$ cat src/rtl/gt_link_pkg.sv
// Shared state encoding and counter-width helper for the GT/PCS link bring-up sequencer.
package gt_link_pkg;

  typedef enum logic [2:0] {
    WAIT_PLL  = 3'd0,
    TX_RST    = 3'd1,
    WAIT_TX   = 3'd2,
    RX_RST    = 3'd3,
    WAIT_RX   = 3'd4,
    WAIT_LOCK = 3'd5,
    LINK_UP   = 3'd6
  } state_t;

  // Width able to hold 0..n-1, never narrower than one bit.
  function automatic int cnt_w(input int n);
    return (n < 2) ? 1 : $clog2(n);
  endfunction

endpackage

$ cat src/rtl/gt_sync_2ff.sv
// Two-flop synchronizer for one asynchronous level; resets to 0.
module gt_sync_2ff (
  input  logic i_clk,
  input  logic i_rst,
  input  logic i_d,
  output logic o_q
);

  logic r_meta;
  logic r_q;

  always_ff @(posedge i_clk or posedge i_rst) begin
    if (i_rst) begin
      r_meta <= 1'b0;
      r_q    <= 1'b0;
    end else begin
      r_meta <= i_d;
      r_q    <= r_meta;
    end
  end

  assign o_q = r_q;

endmodule

$ cat src/rtl/gt_link_ctrl.sv
// GT/PCS link sequencer: orders TX/RX/PCS resets against PLL lock, reset-done and block lock,
// reports link-up, retries on timeout and recovers the RX path on loss of block lock.
module gt_link_ctrl
  import gt_link_pkg::*;
#(
  parameter int RST_HOLD  = 16,
  parameter int TIMEOUT   = 100000,
  parameter int STABLE    = 1024,
  parameter int LOSS_FILT = 64,
  parameter int RETRY_W   = 8
) (
  input  logic               clk,
  input  logic               rst,
  input  logic               pll_lock_i,
  input  logic               tx_rst_done_i,
  input  logic               rx_rst_done_i,
  input  logic               block_lock_i,
  output logic               gt_tx_rst_o,
  output logic               gt_rx_rst_o,
  output logic               pcs_rst_o,
  output logic               link_up_o,
  output logic [RETRY_W-1:0] retry_cnt_o,
  output logic [2:0]         state_o
);

  localparam int CNT_W  = cnt_w((TIMEOUT > RST_HOLD) ? TIMEOUT : RST_HOLD);
  localparam int STB_W  = cnt_w(STABLE);
  localparam int LOSS_W = cnt_w(LOSS_FILT);

  logic w_pll_s, w_tx_done_s, w_rx_done_s, w_lock_s;

  gt_sync_2ff u_sync_pll  (.i_clk(clk), .i_rst(rst), .i_d(pll_lock_i),    .o_q(w_pll_s));
  gt_sync_2ff u_sync_txd  (.i_clk(clk), .i_rst(rst), .i_d(tx_rst_done_i), .o_q(w_tx_done_s));
  gt_sync_2ff u_sync_rxd  (.i_clk(clk), .i_rst(rst), .i_d(rx_rst_done_i), .o_q(w_rx_done_s));
  gt_sync_2ff u_sync_lock (.i_clk(clk), .i_rst(rst), .i_d(block_lock_i),  .o_q(w_lock_s));

  state_t              r_state, w_state_nxt;
  logic                w_retry_inc;
  logic [CNT_W-1:0]    r_cnt;
  logic [STB_W-1:0]    r_stable;
  logic [LOSS_W-1:0]   r_loss;
  logic [RETRY_W-1:0]  r_retry;
  logic                r_tx_rst, r_rx_rst, r_pcs_rst, r_link_up;
  logic                w_tx_rst_d, w_rx_rst_d, w_pcs_rst_d, w_link_up_d;
  logic                w_hold_done, w_timeout, w_stable_hit, w_loss_hit;

  assign w_hold_done  = (r_cnt == CNT_W'(RST_HOLD - 1));
  assign w_timeout    = (r_cnt == CNT_W'(TIMEOUT - 1));
  assign w_stable_hit = w_lock_s && (r_stable == STB_W'(STABLE - 1));
  assign w_loss_hit   = !w_lock_s && (r_loss == LOSS_W'(LOSS_FILT - 1));

  always_ff @(posedge clk or posedge rst) begin
    if (rst) r_state <= WAIT_PLL;
    else     r_state <= w_state_nxt;
  end

  // PLL loss overrides everything; within a state, progress is tested before timeout.
  always_comb begin
    w_state_nxt = r_state;
    w_retry_inc = 1'b0;
    if (r_state != WAIT_PLL && !w_pll_s) begin
      w_state_nxt = WAIT_PLL;
    end else begin
      case (r_state)
        WAIT_PLL:  if (w_pll_s) w_state_nxt = TX_RST;
        TX_RST:    if (w_hold_done) w_state_nxt = WAIT_TX;
        WAIT_TX: begin
          if (w_tx_done_s)    w_state_nxt = RX_RST;
          else if (w_timeout) begin w_state_nxt = TX_RST; w_retry_inc = 1'b1; end
        end
        RX_RST:    if (w_hold_done) w_state_nxt = WAIT_RX;
        WAIT_RX: begin
          if (w_rx_done_s)    w_state_nxt = WAIT_LOCK;
          else if (w_timeout) begin w_state_nxt = TX_RST; w_retry_inc = 1'b1; end
        end
        WAIT_LOCK: begin
          if (w_stable_hit)   w_state_nxt = LINK_UP;
          else if (w_timeout) begin w_state_nxt = TX_RST; w_retry_inc = 1'b1; end
        end
        LINK_UP:   if (w_loss_hit) begin w_state_nxt = RX_RST; w_retry_inc = 1'b1; end
        default:   w_state_nxt = WAIT_PLL;
      endcase
    end
  end

  // Outputs decode the next state so they change on the same edge as the state register.
  always_comb begin
    w_tx_rst_d  = 1'b0;
    w_rx_rst_d  = 1'b0;
    w_pcs_rst_d = 1'b0;
    w_link_up_d = 1'b0;
    case (w_state_nxt)
      WAIT_PLL, TX_RST: begin w_tx_rst_d = 1'b1; w_rx_rst_d = 1'b1; w_pcs_rst_d = 1'b1; end
      WAIT_TX, RX_RST:  begin w_rx_rst_d = 1'b1; w_pcs_rst_d = 1'b1; end
      WAIT_RX:          w_pcs_rst_d = 1'b1;
      WAIT_LOCK:        begin end
      LINK_UP:          w_link_up_d = 1'b1;
      default:          begin w_tx_rst_d = 1'b1; w_rx_rst_d = 1'b1; w_pcs_rst_d = 1'b1; end
    endcase
  end

  always_ff @(posedge clk or posedge rst) begin
    if (rst) begin
      r_tx_rst  <= 1'b1;
      r_rx_rst  <= 1'b1;
      r_pcs_rst <= 1'b1;
      r_link_up <= 1'b0;
      r_retry   <= '0;
    end else begin
      r_tx_rst  <= w_tx_rst_d;
      r_rx_rst  <= w_rx_rst_d;
      r_pcs_rst <= w_pcs_rst_d;
      r_link_up <= w_link_up_d;
      if (w_retry_inc && r_retry != '1) r_retry <= r_retry + RETRY_W'(1);
    end
  end

  always_ff @(posedge clk or posedge rst) begin
    if (rst) begin
      r_cnt    <= '0;
      r_stable <= '0;
      r_loss   <= '0;
    end else begin
      if (w_state_nxt != r_state) r_cnt <= '0;
      else if (r_cnt != '1)       r_cnt <= r_cnt + CNT_W'(1);
      if (r_state != WAIT_LOCK || !w_lock_s) r_stable <= '0;
      else if (r_stable != '1)               r_stable <= r_stable + STB_W'(1);
      if (r_state != LINK_UP || w_lock_s) r_loss <= '0;
      else if (r_loss != '1)              r_loss <= r_loss + LOSS_W'(1);
    end
  end

  assign gt_tx_rst_o = r_tx_rst;
  assign gt_rx_rst_o = r_rx_rst;
  assign pcs_rst_o   = r_pcs_rst;
  assign link_up_o   = r_link_up;
  assign retry_cnt_o = r_retry;
  assign state_o     = r_state;

endmodule

$ cat config.mk
export PLATFORM = sky130hd
export DESIGN_NAME = gt_link_ctrl
export DESIGN_NICKNAME = d
export VERILOG_FILES = /design/src/rtl/gt_link_pkg.sv /design/src/rtl/gt_sync_2ff.sv /design/src/rtl/gt_link_ctrl.sv
export SDC_FILE = /design/constraint.sdc
export NUM_CORES = 1
export LEC_CHECK = 0
export CORE_MARGIN = 2
export CORE_UTILIZATION = 58
export DETAILED_ROUTE_END_ITERATION = 8
export PLACE_DENSITY_LB_ADDON = 0.15
export SYNTH_ARGS = -nofsm -noshare
export SYNTH_HDL_FRONTEND = slang
export SYNTH_SLANG_ARGS = --single-unit
$ cat constraint.sdc
create_clock -name clk -period 2.76 [get_ports clk]
set_clock_uncertainty 0.1 [all_clocks]
set_input_delay 0.552 -clock clk [delete_from_list [all_inputs] [get_ports clk]]
set_output_delay 0.552 -clock clk [all_outputs]
set_load 0.01 [all_outputs]
## Word-level counts from Yosys, hierarchy flattened

Cells that the tools add are included.

| word-level totals | value |
|---|---|
| flip-flop bits (word level) | 56 |
| input bits | 6 |
| output and inout bits | 15 |
| logic and storage cells | 86 |

| operators by class | value |
|---|---|
| $add $sub $neg | 4 |
| eq/ne operators | 22 |
| muxes and demuxes | 27 |
| reduce and logical (&&, ||, !) cells | 16 |

Operators by type and width:

| kind | number |
|---|---|
| 17-bit two-way mux | 2 |
| 3-bit two-way mux | 9 |
| 3-bit one-hot mux with 7 select lines | 1 |
| 10-bit two-way mux | 2 |
| 3-bit == test, second input constant | 6 |
| 17-bit by 1-bit adder with 17-bit output, second input constant | 1 |
| 17-bit == test, second input constant | 1 |
| 17-bit by 4-bit == test with 1-bit output, second input constant | 1 |
| 17-bit != test, second input constant | 1 |
| 3-bit by 2-bit == test with 1-bit output, second input constant | 4 |
| 6-bit two-way mux | 2 |
| 10-bit by 1-bit adder with 10-bit output, second input constant | 1 |
| 10-bit == test, second input constant | 1 |
| 1-bit two-way mux | 10 |
| 10-bit != test, second input constant | 1 |
| 8-bit by 1-bit adder with 8-bit output, second input constant | 1 |
| 8-bit != test, second input constant | 1 |
| 6-bit by 1-bit adder with 6-bit output, second input constant | 1 |
| 6-bit == test, second input constant | 1 |
| 3-bit != test, second input constant | 2 |
| 6-bit != test, second input constant | 1 |
| 2-bit nonzero test | 3 |
| 5-bit OR reduction | 1 |
| 1-bit logical AND | 4 |
| other kinds (9) | 11 |

## Logic depth before layout (Yosys ltp)

Gate-level depths: netlist of run 1.

| depth | value |
|---|---|
| depth after elaboration | 8 |
| gate-level depth with buffers | 12 |
| gate-level depth less buffers | 10 |

## Modules after synthesis

From an unflattened synthesis of run 1, not the netlist that was laid out.

| second synthesis, totals | value |
|---|---|
| cells, all modules | 293 |
| area, all modules | 2825.2 um2 |

Modules (own cells, without submodules):

| module | times used | cells an instance | area an instance (um2) | sequential area each (um2) |
|---|---|---|---|---|
| gt_link_ctrl | 1 | 281 | 2610.0 | 1204.9 |
| gt_sync_2ff | 4 | 3 | 53.8 | 50.0 |

## Worst setup path before layout of run 1

OpenSTA, ideal clock, no wires.

| timing path | value |
|---|---|
| path kind | register to register |
| start point | reg r_cnt[4] |
| end point | reg r_cnt[13] |
| arrival time | 2192 ps |
| required time | 2574 ps |
| slack | 383 ps |
| stages on the path, launching flop included | 13 |
| path buffers | 2 |
| period minus slack after synthesis | 2377 ps |
| cell sequence | dfrtp_1 > clkbuf_2 > and4_2 > nand2_1 > nor3_1 > ha_1 > clkbuf_1 > and4b_1 > and2_1 > nand3_1 > nor2_1 > xnor2_1 > nor3_1 |

| on the way | value |
|---|---|
| word-level cells in the longest chain between the ends | 7 |
| elaborated cells between the ends (all ways) | 16 |
| those cells by class | 1 x add/sub; 4 x eq/ne; 10 x mux; 1 x reduce/logical |

RTL lines:

| item | RTL line | RTL |
|---|---|---|
| from (decl) | gt_link_ctrl.sv:39 | `logic [CNT_W-1:0] r_cnt;` |
| from (signal assigned) | gt_link_ctrl.sv:125 | `else if (r_cnt != '1) r_cnt <= r_cnt + CNT_W'(1);` |
| 17-bit == test | gt_link_ctrl.sv:48 | `assign w_timeout = (r_cnt == CNT_W'(TIMEOUT - 1));` |
| 3-bit two-way mux | gt_link_ctrl.sv:69, gt_link_ctrl.sv:74, gt_link_ctrl.sv:78 |  |
| 3-bit two-way mux (on tied branches) | gt_link_ctrl.sv:77, gt_link_ctrl.sv:68, gt_link_ctrl.sv:73 |  |
| 3-bit one-hot mux with 7 select lines | gt_link_ctrl.sv:64 | `case (r_state)` |
| 3-bit two-way mux | gt_link_ctrl.sv:61 | `if (r_state != WAIT_PLL && !w_pll_s) begin` |
| 3-bit != test | gt_link_ctrl.sv:124 | `if (w_state_nxt != r_state) r_cnt <= '0;` |
| 17-bit two-way mux or 2-bit nonzero test (tied branches) | -- |  |

Parallel ways exist; a longest one is shown, timed or not. The select of a mux whose other input is x is not followed.
A chain may end at the register's enable or synchronous reset.

## Worst setup path after layout of run 1

| timing path | value |
|---|---|
| start point | reg r_cnt[0] |
| end point | reg r_cnt[15] |

The elaborated chain is that of the path after synthesis.

==> results.yml, run 1 <==
clock_network:
  clockBufferDepth: 2
  insertion_delay_ns: 0.31
  cts_sinks: 56
  cts_resized: 0
  clock-root-buffer: "clkbuf_8"
  clk_pin_slew_ns: 0.09
  htreeDepth: 2
  tritoncts: "built"
  cts_hold_buf: 0
  post-cts-setup-buffers: 0
  numCtsBuffers: 5
pwr:
  power.share.clock_pct: 27.1
  leakagePower_uw: 0.001328
  sw_frac_of_total_pct: 28.83
  ir_worst_vdd_uv: 380.6
  p_sw_uw: 484.4
  power_frac_seq_pct: 53.5
  pwr-share-comb_pct: 19.5
  internal_power_uw: 1196
  p_per_area_nw_per_um2: 515.7
layout:
  fin_nets: 330
  area_growth_pct: 13.07
  drive_gt1_share_pct: 10.94
  postLayoutCoreUtil_pct: 68.53
  num_antenna_cells: 0
sta:
  setup_viol: 0
  tns_ns: 0
  max_slew_margin_pct: 64.84
  rsz0062_at_grt: "false"
  timing.final.crit_share_pct: 87.04
  max_slew.worst_pin.slew_ns: 0.5267
  timing.final.crit_period_ns: 2.402
  fmax_ghz: 0.4162
  hold_viol_final: 0
  maxSlewViolCount: 0
detailed_routing:
  vias_per_cell: 5.581
  drc: 0
  routedWlPerCell_um: 13.43
  num_vias: 2160
  dr.pass1.iters: 4
  wl_um: 5198
  drtAntennaViolNets: 0
  drt_first_iter_violations: 48
worst_setup_path:
  startpoint_type: "register"
  crit_family: "simple AND/OR/NAND/NOR gates"
  slowest_stage: "dfrtp_1"
  cp_max_fo: 4
  max_stage_delay_ns: 0.39
  cp.required_ns: 2.84
  rr_worst_depth: 10
  r2r-start: "r_cnt[0]$_DFFE_PP0P_"
  path_cells: "ha_1 > nand4_1 > nor3_1 > ha_1 > and4b_1 > and2_1 > nand3_1 > nor2_1 > xnor2_1 > nor3_1"
  cp.arrival_ns: 2.48
  crit_path_end_kind: "register"
  r2r_end: "r_cnt[15]$_DFFE_PP0P_"
  r2r_setup_slack_ns: 0.36
  critPathKind: "register to register"
  path_buf_inv: 0
synth:
  synth_top_area_cell: "dfrtp_1"
  syn_inst: 295
  synthXorXnorAreaFrac_pct: 8.207
  synth_adder_area_share_pct: 2.171
  synth_area_per_cell_um2: 9.768
  synth_warnings: 0
  synthSimpleGateAreaFrac_pct: 26.49
  synth_edf_count: 0
  synth_most_common_cell: "dfrtp_1"
  muxShareOfSynthArea_pct: 1.476
  async_reset_ff_share_pct: 100.0
  synth_nets: 306
  synthesis.area_um2: 2882
  synthTopCellsByArea: "dfrtp_1 (46%), nor3_1 (5.4%), xnor2_1 (4.6%)"
  synth-seq-cells: 56
  synth_common_cells: "dfrtp_1 (53), nor3_1 (31), nor2_1 (28)"
  synth_ff_type: "dfrtp_1"
  synth_compound_area_share_pct: 10.25
  synthDominantCellAreaShare_pct: 46.03
  synth_top_family_by_area: "simple AND/OR/NAND/NOR gates"
  yosysUniqueCellTypes: 52
  ys_seq_area_share_pct: 48.76
die:
  die_area_um2: 5548
  fp.dieW_um: 74.49
  die_height_um: 74.49
  start_util_pct: 60.61
  io-pin-count: 21
  fp.coreArea_um2: 4755
  rows: 25
placement:
  hpwlAfterDp_um: 3837
  gp_congestion: 0.8656
  io_buffers: 20
min_path:
  min_to: "u_sync_txd.o_q$_DFF_PP0_"
  hold_class: "register to register"
  min_path_cells: 0
  worstHoldStart: "u_sync_txd.r_meta$_DFF_PP0_"
grt:
  use_met3_pct: 4.472
  overflow: 0
  busiest_layer: "met2"
  groute.usage.overall_pct: 20.87
  grtUsageMet1_pct: 27.58
  grt_start_max_net_pins: 32
  grt_pass1_wl_um: 8921
  antenna_found_initial: 0
  use_met2_pct: 34.51
  grt_pass1_vias: 2026
job:
  max_cap_violations: 0
status:
  status: "finished clean"
[worst register-to-register path, cell delays in order (launching register included)]
cell and delay (ns):
dfrtp_1 0.39, ha_1 0.19, nand4_1 0.21, nor3_1 0.24, ha_1 0.25, and4b_1 0.23, and2_1 0.19, nand3_1 0.18
nor2_1 0.08, xnor2_1 0.14, nor3_1 0.06
[layout make-up]
class	instances	area, um2
multi-input combinational	225	1400
fill	403	1496
timing repair buffer	26	257.7
sequential	56	1405
clock inverter	2	10.01
inverter	5	18.77
clock buffer	6	82.58
tap	67	83.83
[metal layers]
metal,wire length (um),vias up
met5,0,-
met4,76,0
met3,129,7
met2,2486,24
met1,2506,1036
li1,-,1093
[state kept, by name, summed over array words and instances, names as in the netlist, 3 cells and up]
name,cells
state_o,3
retry_cnt_o,8
r_stable,10
r_loss,6
r_cnt,17
[logic make-up after synthesis]
group           count (synthesis)
simple gates                  145
buf+inv                        14
compound gates                 44
mux                             4
fa+ha+maj                       5
flops                          56
xor+xnor                       27
[worst max-delay path by stage]
stage / slack, ns / start / cells past startpoint / to
6_report: 0.36 / r_cnt[0]$_DFFE_PP0P_ / 10 / r_cnt[15]$_DFFE_PP0P_
5_1_grt: 0.09 / r_cnt[0]$_DFFE_PP0P_ / 10 / r_cnt[15]$_DFFE_PP0P_
4_1_cts: 0.36 / r_cnt[0]$_DFFE_PP0P_ / 10 / r_cnt[15]$_DFFE_PP0P_
3_5_place_dp: 0.37 / r_loss[0]$_DFFE_PP0P_ / 7 / r_cnt[16]$_DFFE_PP0P_
3_3_place_gp: 0.39 / r_cnt[0]$_DFFE_PP0P_ / 10 / r_cnt[13]$_DFFE_PP0P_
2_1_floorplan: 0.38 / r_cnt[4]$_DFFE_PP0P_ / 12 / r_cnt[13]$_DFFE_PP0P_
[power by group through the flow]
stage	registers, uW	logic [uW]	clock network (uW)
floorplan	910	242	0
global placement	913	323	0
detailed placement	914	331	0
CTS	898	332	473
global route	906	362	498
finish	898	327	455
[per-stage QoR]
step                      setup WS (ns)  instances  instance area (um2)  hold slack, ns  total power [uW]
final                            0.3576        387                 3258          0.2563              1680
after CTS                        0.3590        387                 3258          0.2590              1703
after global placement           0.3928        379                 3166          0.2342              1236
after detailed placement         0.3723        379                 3166          0.2363              1244
after floorplan                  0.3825        295                 2882          0.2312              1152
after global routing            0.09424        387                 3258          0.2656              1766
[layout by cell type, fill, tap and decap left out, types with 3 or more instances in the layout]
cell	count
dfstp_2	3
nand4_1	9
dfrtp_1	53
xnor2_1	15
inv_1	4
o21ai_0	15
nand3_1	16
nor2b_1	6
xor2_1	12
clkbuf_8	6
or2_2	3
and2_1	3
a31oi_1	3
nand3b_1	4
nor2_1	28
nand2_1	23
and3_1	6
nor3_1	31
clkdlybuf4s50_1	20
buf_4	5
a21oi_1	10
ha_1	5
No activity file was read; power rests on OpenSTA's default activity.
==> run 2: changes to the inputs <==
--- a/config.mk
+++ b/config.mk
@@ -5,6 +5,7 @@
 export SDC_FILE = /design/constraint.sdc
 export NUM_CORES = 1
 export LEC_CHECK = 0
+export ABC_AREA = 0
 export CORE_MARGIN = 2
 export CORE_UTILIZATION = 58
 export DETAILED_ROUTE_END_ITERATION = 8
==> results of run 2 <==
No change in the layout: final DEF, timing and power equal those of run 1.
